[src/rtl/chess_pkg.sv]
// Shared board constants and types for the move detector.
package chess_pkg;

  localparam int NUM_SQUARES = 64;

  typedef logic [5:0] square_t;

  typedef enum logic [2:0] {
    IDLE,
    LIFTED,
    CAPTURED,
    REPORT,
    ERROR
  } move_state_t;

endpackage

[src/rtl/square_encoder.sv]
// Classifies a board difference: exactly one square changed, which one, and
// whether that square became occupied.
module square_encoder
  import chess_pkg::*;
(
  input  logic [NUM_SQUARES-1:0] diff,
  input  logic [NUM_SQUARES-1:0] layout,
  output logic                   single,
  output square_t                idx,
  output logic                   rising
);

  // A power of two has exactly one bit set.
  assign single = (diff != '0) && ((diff & (diff - 64'd1)) == '0);

  always_comb begin
    idx = '0;
    for (int i = 0; i < NUM_SQUARES; i++) begin
      if (diff[i]) idx = square_t'(i);
    end
  end

  assign rising = layout[idx];

endmodule

[src/rtl/move_detector.sv]
// Debounces scanner frames into a stable board layout and turns successive
// single-square changes into from/to/capture move reports.
module move_detector
  import chess_pkg::*;
#(
  parameter int STABLE_FRAMES = 4
) (
  input  logic                   clk,
  input  logic                   reset,
  input  logic [NUM_SQUARES-1:0] chessLayout,
  input  logic                   frame_valid,
  input  logic                   err_clr,
  input  logic                   move_ready,
  output logic [NUM_SQUARES-1:0] stable_layout,
  output logic                   move_valid,
  output square_t                move_from,
  output square_t                move_to,
  output logic                   move_capture,
  output logic                   error
);

  localparam int CW = $clog2(STABLE_FRAMES + 1);
  localparam logic [CW-1:0] FULL = CW'(STABLE_FRAMES);

  logic [NUM_SQUARES-1:0] candidate;
  logic [CW-1:0]          count;
  logic                   baseline_done;
  move_state_t            state;
  logic                   commit;
  logic                   single;
  logic                   rising;
  square_t                idx;

  // Commits wait while a report is outstanding; the count just sits saturated.
  assign commit = (count == FULL) && (candidate != stable_layout) && (state != REPORT);

  square_encoder u_enc (
    .diff   (stable_layout ^ candidate),
    .layout (candidate),
    .single (single),
    .idx    (idx),
    .rising (rising)
  );

  always_ff @(posedge clk) begin
    if (!reset) begin
      candidate <= '0;
      count     <= '0;
    end else if (frame_valid) begin
      if (chessLayout == candidate) begin
        if (count != FULL) count <= count + 1'b1;
      end else begin
        candidate <= chessLayout;
        count     <= CW'(1);
      end
    end
  end

  always_ff @(posedge clk) begin
    if (!reset) begin
      state         <= IDLE;
      stable_layout <= '0;
      baseline_done <= 1'b0;
      move_valid    <= 1'b0;
      move_from     <= '0;
      move_to       <= '0;
      move_capture  <= 1'b0;
      error         <= 1'b0;
    end else begin
      case (state)
        REPORT: if (move_ready) begin
          state      <= IDLE;
          move_valid <= 1'b0;
        end
        ERROR: if (err_clr) begin
          state <= IDLE;
          error <= 1'b0;
        end
        default: ;
      endcase

      // The pre-edge candidate is committed, so a frame arriving now only
      // influences a later commit.
      if (commit) begin
        stable_layout <= candidate;
        if (!baseline_done) begin
          baseline_done <= 1'b1;
        end else if (state != ERROR) begin
          if (!single) begin
            state <= ERROR;
            error <= 1'b1;
          end else begin
            case (state)
              IDLE: begin
                if (rising) begin
                  state <= ERROR;
                  error <= 1'b1;
                end else begin
                  move_from <= idx;
                  state     <= LIFTED;
                end
              end
              LIFTED: begin
                if (rising && idx == move_from) begin
                  state <= IDLE;
                end else if (rising) begin
                  move_to      <= idx;
                  move_capture <= 1'b0;
                  move_valid   <= 1'b1;
                  state        <= REPORT;
                end else begin
                  move_to <= idx;
                  state   <= CAPTURED;
                end
              end
              CAPTURED: begin
                if (rising && idx == move_to) begin
                  move_capture <= 1'b1;
                  move_valid   <= 1'b1;
                  state        <= REPORT;
                end else begin
                  state <= ERROR;
                  error <= 1'b1;
                end
              end
              default: ;
            endcase
          end
        end
      end
    end
  end

endmodule
[config.mk]
export PLATFORM = sky130hd
export DESIGN_NAME = move_detector
export DESIGN_NICKNAME = d
export VERILOG_FILES = /design/src/rtl/chess_pkg.sv /design/src/rtl/square_encoder.sv /design/src/rtl/move_detector.sv
export SDC_FILE = /design/constraint.sdc
export NUM_CORES = 1
export LEC_CHECK = 0
export ABC_AREA = 1
export ABC_CLOCK_PERIOD_IN_PS = 7030
export CAP_MARGIN = 20
export CELL_PAD_IN_SITES_DETAIL_PLACEMENT = 1
export CELL_PAD_IN_SITES_GLOBAL_PLACEMENT = 2
export CORE_ASPECT_RATIO = 2
export CORE_MARGIN = 2
export CORE_UTILIZATION = 30
export CTS_CLUSTER_SIZE = 25
export DETAILED_ROUTE_END_ITERATION = 8
export HOLD_SLACK_MARGIN = 0.03
export PLACE_DENSITY_LB_ADDON = 0.25
export SKIP_CTS_REPAIR_TIMING = 1
export SLEW_MARGIN = 30
export SYNTH_ARGS = -nofsm -noshare
export SYNTH_HDL_FRONTEND = slang
export SYNTH_SLANG_ARGS = --single-unit
[constraint.sdc]
create_clock -name clk -period 7.03 [get_ports clk]
set_input_delay 1.0545 -clock clk [delete_from_list [all_inputs] [get_ports clk]]
set_output_delay 1.0545 -clock clk [all_outputs]
set_load 0.01 [all_outputs]
==> key figures <==
Status
  • Status: complete, no violations

Die
  • Core area: between 30,000 and 40,000 um2
  • Die ar.: roughly 33,000 um2
  • Die W: around 130 um
  • I/O pin cnt: approximately 150
  • Site Rows: 92
  • Die Height: roughly 260 um
  • Initial core utilization: 0.303

Clock tree
  • Clock transition at the registers of the reported paths: roughly 0.06 ns
  • Clock sinks: 150
  • Inserted Clock Buffers: 17
  • CTS root buf: clkbuf_16
  • Clock Path Buffers: 2
  • Worst-skew pair later-pin latency: ~0.46 ns
  • H-tree Lvls: 4
  • TritonCTS clock tree: done

Logic synthesis
  • Yosys cell types: 37
  • Post-Syn Area: 9530 um2
  • Ys flop type: dfxtp_1
  • Seq cells post-synth: 150
  • Asr flop ratio synth: 0
  • Largest area contributor in the synthesized netlist: dfxtp_1
  • Synth Instances: ~1,500
  • Synth warn: 0
  • Post-synthesis sequential area ratio: 0.315
  • Commonest cells post-synth: nor2_1, nand2_1, inv_1
  • Syn Nets: around 1,600
  • Top-count cell post-synth: nor2_1
  • Syn Area/Cell: between 6 and 7 um2
  • Number of flops mapped to enable cells by yosys: 0
  • Synth top area cells: dfxtp_1, nor2_1, o21ai_0
  • Top-area cell type share of the netlist area: 0.315

Min path
  • HP Class: flip-flop to flip-flop
  • Hold Crit Endpoint: baseline_done
  • Hold Path Stages: 2
  • Hold Path Origin: baseline_done

Timing
  • Setup-failing EPs final: 0
  • Setup total negative slack: 0 ns
  • Fin Clk Skew: around 0.015 ns
  • Fin. Hold Viols: 0
  • Top achievable clock speed: 162 MHz
  • Slew Limit Fails: 0
  • Max-slew headroom: 0.387
  • Crit share post-route: 0.880
  • Fin crit period: between 6 and 7 ns
  • Hold Slack: approximately 0.47 ns
  • RSZ-0062 raised after global routing: no
  • Worst-Margin Slew: 0.913 ns

Setup path
  • Most used cell, CP: nand2_1
  • Crit path launch type: flip-flop
  • Crit Path Class: flip-flop to flip-flop
  • Max stage delay on crit path: around 0.42 ns
  • R2R Setup Slk: about 0.84 ns
  • Worst R2R Path Depth: between 70 and 80
  • Crit path required time: between 7 and 8 ns
  • CP Max Fanout: 26
  • Critical path capture point type: flip-flop
  • Worst reg2reg path endpoint: move_capture
  • Crit path DAT: about 6.5 ns
  • Reg2Reg Launch Point: candidate[2]
  • Crit-path slowest cell: dfxtp_1

Global routing
  • First-pass GRT wire length: 59,800 um
  • Pin count of the biggest net entering global routing: 85
  • Initial antenna violation count: 0
  • Gr ovfl total: 0
  • Vias in the first global route: around 11,000
  • Total track usage: 0.237

Detailed routing
  • Drt pass-1 iters: 4
  • 1st-iter DRT viols: 347
  • DRC Markers: 0
  • Vias per cell: approximately 4.9
  • Final WL: slightly below 40,000 um
  • Routed vias: 10,300
  • ANT nets after route: 0
  • Routed length per placed instance: between 15 and 20 um

Power and ir drop
  • Leak: between 0.005 and 0.006 uW
  • PwrDens: 195 nW/um2
  • Final Total Pwr: about 2300 uW
  • Maximum vdd drop: about 0.00017 V

Place
  • Inst Count DP: ~2,000
  • HPWL after detailed placement: ~30,000 um
  • Number of I/O port buffers: 147
  • GPL Wtd Cong: 0.871

Cells and area
  • Register Area: roughly 3000 um2
  • Non-Filler Instances: 2,081
  • Nets@finish: approximately 1,700
  • Final Util: 0.380
  • Layout cells sized above 1: 0.0410
  • Area growth from synthesis to layout: 25.3%
  • Fillcell total: ~4,000
  • N_diodes: 0
  • Multi-input gate area: ~5600 um2

Run
  • MaxCap Viol Count: 0
stage by stage:
stage | setup WS (ns) | instance area [um2]
after CTS | 0.693 | 11900
after detailed placement | 0.760 | 11400
after global placement | 0.865 | 11400
after global routing | 0.0242 | 11900
final | 0.844 | 11900
after floorplan | 2.26 | 9530
placed cells by master, fill, tap and decap left out, types with 4 or more instances in the layout:
cell type,n
nor2_1,336
nand2_1,210
inv_1,184
o21ai_0,166
dfxtp_1,150
clkdlybuf4s50_1,146
nand3_1,116
xnor2_1,80
a21oi_1,76
xor2_1,32
nand4_1,22
clkbuf_16,17
nor3_1,16
nor4_1,15
or2_2,11
buf_4,11
o21ai_1,10
nand3_2,5
o211ai_1,4
inv_2,4
o31ai_1,4
o2111ai_1,4
clkinvlp_4,4
layout make-up:
type | instances | share of cell area
timing repair buffer | 157 | 0.129
clock inverter | 11 | 0.00848
sequential | 150 | 0.251
inverter | 191 | 0.0600
multi-input combinational | 1128 | 0.468
tap | 423 | 0.0443
clock buffer | 21 | 0.0385
where the power goes:
part	switching, uW	internal [uW]	total (uW)	leakage [uW]
Combinational	326	181	507	0.00354
Clock	400	505	904	0.000265
Sequential	47.2	876	923	0.00123
metal layers:
metal  wire length, um  GRT usage  vias to the layer above
met5                 0          0                        -
met4              1840      0.118                        0
met3               949     0.0305                       74
met2             22200      0.468                      178
met1             13800      0.229                     4904
li1                  -          -                     5118
worst max-delay path, delay by kind of cell (launching register included):
family	cells	cell delay [ns]
compound gates	1	0.16
buf+inv	2	0.44
flops	1	0.42
simple gates	73	5.05
flip-flops by register name, summed over array words and instances (netlist names):
| register | flops |
|---|---|
| move_valid | 1 |
| baseline_done | 1 |
| move_from | 6 |
| stable_layout | 64 |
| state | 3 |
| move_capture | 1 |
| error | 1 |
| move_to | 6 |
| candidate | 64 |
| count | 3 |
logic make-up after synthesis:
logic type / after synthesis / share of synthesized area
simple gates: 741 / 0.329
xor+xnor: 113 / 0.104
fa+ha+maj: 2 / 0.00262
buf+inv: 246 / 0.101
flops: 150 / 0.315
compound gates: 272 / 0.149
worst max-delay path by stage:
stage,from,end,slack [ns],depth (start not counted)
2_1_floorplan,stable_layout[4],move_from[3],2.26,72
6_report,candidate[2],move_capture,0.84,76
4_1_cts,candidate[4],move_from[0],0.69,72
3_3_place_gp,candidate[2],move_from[0],0.86,75
3_5_place_dp,candidate[2],move_from[0],0.76,76
5_1_grt,candidate[2],move_capture,0.02,76
(Power assumes the default switching activity.)
